File: src/rtl/gpu_mem_arbiter.sv
// N-channel round-robin arbiter onto a single external memory port, with
// in-order channel-ID tracking so each downstream response returns to its issuer.
package constants_pkg;
  localparam int ADDR_WIDTH = 32;
  localparam int DATA_WIDTH = 32;
endpackage

module gpu_mem_arbiter #(
  parameter int NUM_CHANNELS    = 4,
  parameter int ADDR_WIDTH      = constants_pkg::ADDR_WIDTH,
  parameter int DATA_WIDTH      = constants_pkg::DATA_WIDTH,
  parameter int MAX_OUTSTANDING = 4,
  localparam int CH = $clog2(NUM_CHANNELS),
  localparam int OW = $clog2(MAX_OUTSTANDING + 1)
) (
  input  logic                               clk,
  input  logic                               rst_n,
  input  logic [NUM_CHANNELS-1:0]            c_req_vld,
  output logic [NUM_CHANNELS-1:0]            c_req_rdy,
  input  logic [NUM_CHANNELS*ADDR_WIDTH-1:0] c_req_addr,
  output logic [NUM_CHANNELS-1:0]            c_rsp_vld,
  input  logic [NUM_CHANNELS-1:0]            c_rsp_rdy,
  output logic [NUM_CHANNELS*DATA_WIDTH-1:0] c_rsp_data,
  output logic                               m_req_vld,
  input  logic                               m_req_rdy,
  output logic [ADDR_WIDTH-1:0]              m_req_addr,
  input  logic                               m_rsp_vld,
  output logic                               m_rsp_rdy,
  input  logic [DATA_WIDTH-1:0]              m_rsp_data,
  output logic [OW-1:0]                      outstanding,
  output logic                               err_orphan_rsp
);

  localparam int PW = $clog2(MAX_OUTSTANDING);

  logic                  slot_vld;
  logic [ADDR_WIDTH-1:0] slot_addr;
  logic [CH-1:0]         rr_ptr;
  logic [CH-1:0]         grant;
  logic [CH-1:0]         rr_next;
  logic                  req_found;
  logic                  can_accept;
  logic                  fifo_full;
  logic                  fifo_empty;
  logic                  push;
  logic                  pop;
  logic [CH-1:0]         id_fifo [MAX_OUTSTANDING];
  logic [PW-1:0]         wr_ptr;
  logic [PW-1:0]         rd_ptr;
  logic [OW-1:0]         count;
  logic [CH-1:0]         head;

  assign fifo_full  = (count == OW'(MAX_OUTSTANDING));
  assign fifo_empty = (count == '0);
  assign can_accept = !slot_vld || m_req_rdy;
  assign head       = id_fifo[rd_ptr];

  // Search starts at rr_ptr so the last granted channel drops to lowest priority.
  always_comb begin
    req_found = 1'b0;
    grant     = '0;
    for (int k = 0; k < NUM_CHANNELS; k++) begin
      if (!req_found && c_req_vld[(int'(rr_ptr) + k) % NUM_CHANNELS]) begin
        req_found = 1'b1;
        grant     = CH'((int'(rr_ptr) + k) % NUM_CHANNELS);
      end
    end
  end

  assign rr_next = (grant == CH'(NUM_CHANNELS - 1)) ? '0 : grant + 1'b1;
  assign push    = rst_n && req_found && can_accept && !fifo_full;

  always_comb begin
    c_req_rdy = '0;
    if (push) c_req_rdy[grant] = 1'b1;
  end

  // Responses follow the FIFO head; full FIFO blocks pushes even if popping now.
  always_comb begin
    c_rsp_vld = '0;
    m_rsp_rdy = 1'b0;
    if (rst_n && !fifo_empty) begin
      c_rsp_vld[head] = m_rsp_vld;
      m_rsp_rdy       = c_rsp_rdy[head];
    end
  end

  assign pop         = m_rsp_vld && m_rsp_rdy;
  assign c_rsp_data  = {NUM_CHANNELS{m_rsp_data}};
  assign m_req_vld   = slot_vld;
  assign m_req_addr  = slot_addr;
  assign outstanding = count;

  always_ff @(posedge clk) begin
    if (!rst_n) begin
      slot_vld       <= 1'b0;
      slot_addr      <= '0;
      rr_ptr         <= '0;
      wr_ptr         <= '0;
      rd_ptr         <= '0;
      count          <= '0;
      err_orphan_rsp <= 1'b0;
    end else begin
      if (push) begin
        slot_vld  <= 1'b1;
        slot_addr <= c_req_addr[int'(grant)*ADDR_WIDTH +: ADDR_WIDTH];
        rr_ptr    <= rr_next;
        wr_ptr    <= wr_ptr + 1'b1;
      end else if (m_req_rdy) begin
        slot_vld <= 1'b0;
      end
      if (pop) rd_ptr <= rd_ptr + 1'b1;
      case ({push, pop})
        2'b10:   count <= count + 1'b1;
        2'b01:   count <= count - 1'b1;
        default: count <= count;
      endcase
      if (m_rsp_vld && fifo_empty) err_orphan_rsp <= 1'b1;
    end
  end

  always_ff @(posedge clk) begin
    if (push) id_fifo[wr_ptr] <= grant;
  end

endmodule
File: config.mk
export PLATFORM = sky130hd
export DESIGN_NAME = gpu_mem_arbiter
export DESIGN_NICKNAME = d
export VERILOG_FILES = /design/src/rtl/gpu_mem_arbiter.sv
export SDC_FILE = /design/constraint.sdc
export NUM_CORES = 1
export LEC_CHECK = 0
export CAP_MARGIN = 0
export CORE_AREA = 2 2 135 137
export CTS_CLUSTER_DIAMETER = 60
export CTS_CLUSTER_SIZE = 40
export DETAILED_ROUTE_END_ITERATION = 8
export DIE_AREA = 0 0 137 139
export GPL_TIMING_DRIVEN = 0
export HOLD_SLACK_MARGIN = 0.05
export PLACE_DENSITY_LB_ADDON = 0.3
export SLEW_MARGIN = 25
export SYNTH_ARGS = -nofsm -noshare
export SYNTH_HDL_FRONTEND = slang
export SYNTH_SLANG_ARGS = --single-unit
export TNS_END_PERCENT = 5
File: constraint.sdc
create_clock -name clk -period 3.7 [get_ports clk]
set_input_delay 0.555 -clock clk [delete_from_list [all_inputs] [get_ports clk]]
set_output_delay 0.555 -clock clk [all_outputs]
set_load 0.01 [all_outputs]
==> results_dict.tcl <==
set metrics [dict create \
    rsz0062_at_grt "no" \
    power.density_mw_per_mm2 341 \
    status "finished, final reports clean" \
    die_w_um 137 \
    hpwlAfterDp_um 14000 \
    finalCritPeriodShare_pct 95.8 \
    critPathRequiredTime_ns 3.14 \
    worst_skew_pair.late_latency_ns 0.30 \
    fmax_mhz 282 \
    start_util_pct 24.6 \
    diodes 0 \
    synth_warnings 0 \
    clkTransAtPathRegs_ns 0.08 \
    synth-edff-count 8 \
    mostFrequentLayoutCells "clkdlybuf4s50_1 (313), buf_4 (128), dfxtp_1 (45)" \
    drtIter0Drc 177 \
    gp_congestion 0.768 \
    antenna_found_initial 0 \
    nets 999 \
    wl_per_cell_um 16.7 \
    grt_start_max_net_pins 20 \
    fin_crit_ns 3.54 \
    clock-sinks 53 \
    ctsRootBufferMaster "clkbuf_16" \
    worstMarginPinSlew_ns 0.643 \
    vias 4617 \
    fin_ws_ns 0.156 \
    synth_seq_cells 53 \
    setup_viol 0 \
    cts_made_buffers 5 \
    fin_cells 1047 \
    cts_tree "built" \
    ys.flop_type "dfxtp_1" \
    syn_inst 499 \
    max-cap-violations 0 \
    crit_type "input pin to primary output" \
    ir_worst_vdd_mv 0.179 \
    cts_hold_buf 0 \
    grt_pass1_wl_um 25300 \
    hold_class "register to register" \
    syn_to_final_growth_pct 82.3 \
    postRouteAntennaNets 0 \
    overflow 0 \
    r2r_cells 9 \
    yosysUniqueCellTypes 43 \
    cp_max_fo 10 \
    place_inst 1041 \
    drt_pass1_iterations 4 \
    power_leakage_nw 3.14 \
    die_area_mm2 0.0190 \
    wl_um 17400 \
    postCtsSetupBuffers 0 \
    regToRegSetupSlack_ns 0.94 \
    syn-num-nets 681 \
    maxSlewViolCount 0 \
    vias_per_cell 4.41 \
    grt_usage_pct 17.2 \
    cp-end-kind "primary output" \
    mostFrequentLayoutCell "clkdlybuf4s50_1" \
    syn_area_mm2 0.00434 \
    core-area_mm2 0.0177 \
    io_pins 346 \
    grt_pass1_vias 4537 \
    post-place-ws_ns -0.282 \
    hold_violations 0 \
    ys_async_sr_fraction_pct 0 \
    slew_headroom_pct 56.8 \
    clock_path_buffers 2 \
    startpoint_type "input pin" \
    skew_ns 0.00567 \
    die_h_um 139 \
    place.port_buffers 313 \
    drcViolationCount 0 \
    hold_depth 1 \
    drive_gt1_share_pct 19.6 \
    yosysSeqAreaShare_pct 26.3 \
    cts_resized 2 \
    arrival_ns 2.99 \
    rows 49 \
    cts_max_level 2 \
    avgSynthCellArea_um2 8.70 \
]
-- worst max-delay path, cell delays in order --
cell	delay [ns]
clkdlybuf4s50_1	0.67
inv_2	0.19
nor4_4	0.47
clkbuf_1	0.37
and2_1	0.19
clkdlybuf4s50_1	0.55
-- kinds of logic after synthesis --
logic type | after synthesis | share of synthesized area [%]
compound gates | 114 | 20.5
buf+inv | 174 | 27.4
simple gates | 107 | 12.8
mux | 38 | 9.33
fa+ha+maj | 10 | 3.05
xor+xnor | 3 | 0.605
flops | 53 | 26.3
-- metrics by stage --
step / power, mW / TNS (ns) / hold WS [ns] / cell area (µm²) / util (%)
floorplan: 1.51 / 0 / 0.427 / 4340 / -
global placement: 2.21 / -0.606 / 0.443 / 7760 / 44.0
detailed placement: 2.22 / -0.637 / 0.465 / 7760 / 44.0
CTS: 2.75 / 0 / 0.483 / 7920 / 44.9
global route: 2.87 / 0 / 0.501 / 7920 / 44.8
finish: 2.70 / 0 / 0.475 / 7920 / 44.8
-- layer usage --
layer	vias up	GRT usage [%]	share of wire [%]
met5	-	0	0
met1	2097	19.9	40
met4	0	2.06	0.74
met3	9	5.63	8.9
met2	196	31.2	51
li1	2315	-	-
-- path summary, 6_finish.rpt --
| path | end | start |
|---|---|---|
| max | c_req_rdy[2] | rst_n |
| min | rd_ptr[1] | rd_ptr[1] |
| max reg2reg | outstanding[2] | register |
| min reg2reg | rd_ptr[1] | rd_ptr[1] |
-- sequential cells by signal, indices dropped and copies added (netlist names), named ones only --
name	flops
m_req_addr	32
rr_ptr	2
id_fifo	8
err_orphan_rsp	1
outstanding	3
m_req_vld	1
wr_ptr	2
rd_ptr	2
-- cell type report --
cell class                 count  area [µm²]
fill                        1739        9740
timing repair buffer         313        3130
multi-input combinational    272        2020
sequential                    53        1140
buffer                       162        1140
tap                          229         287
clock buffer                   5         125
inverter                      10        42.5
clock inverter                 3        28.8
-- synthesized netlist by cell type (3+ instances only) --
library cell / count / area [µm²]
ha_1: 9 / 113
edfxtp_1: 8 / 240
clkbuf_1: 21 / 78.8
nor2b_1: 3 / 18.8
nand2_1: 41 / 154
a21oi_1: 5 / 25.0
nand4_1: 32 / 200
mux2i_1: 36 / 360
dfxtp_1: 45 / 901
and2_1: 8 / 50.1
o31ai_1: 34 / 255
buf_6: 6 / 67.6
nor2_1: 11 / 41.3
inv_1: 7 / 26.3
buf_4: 128 / 961
buf_2: 7 / 35.0
o211ai_1: 32 / 240
a211o_1: 32 / 280
o21ai_0: 3 / 15.0
-- where the power goes --
part	internal [mW]	switching, mW
Combinational	0.767	0.641
Sequential	0.713	0.0690
Clock	0.261	0.249
Total	1.74	0.960
Power figures use the tool's default switching activity.
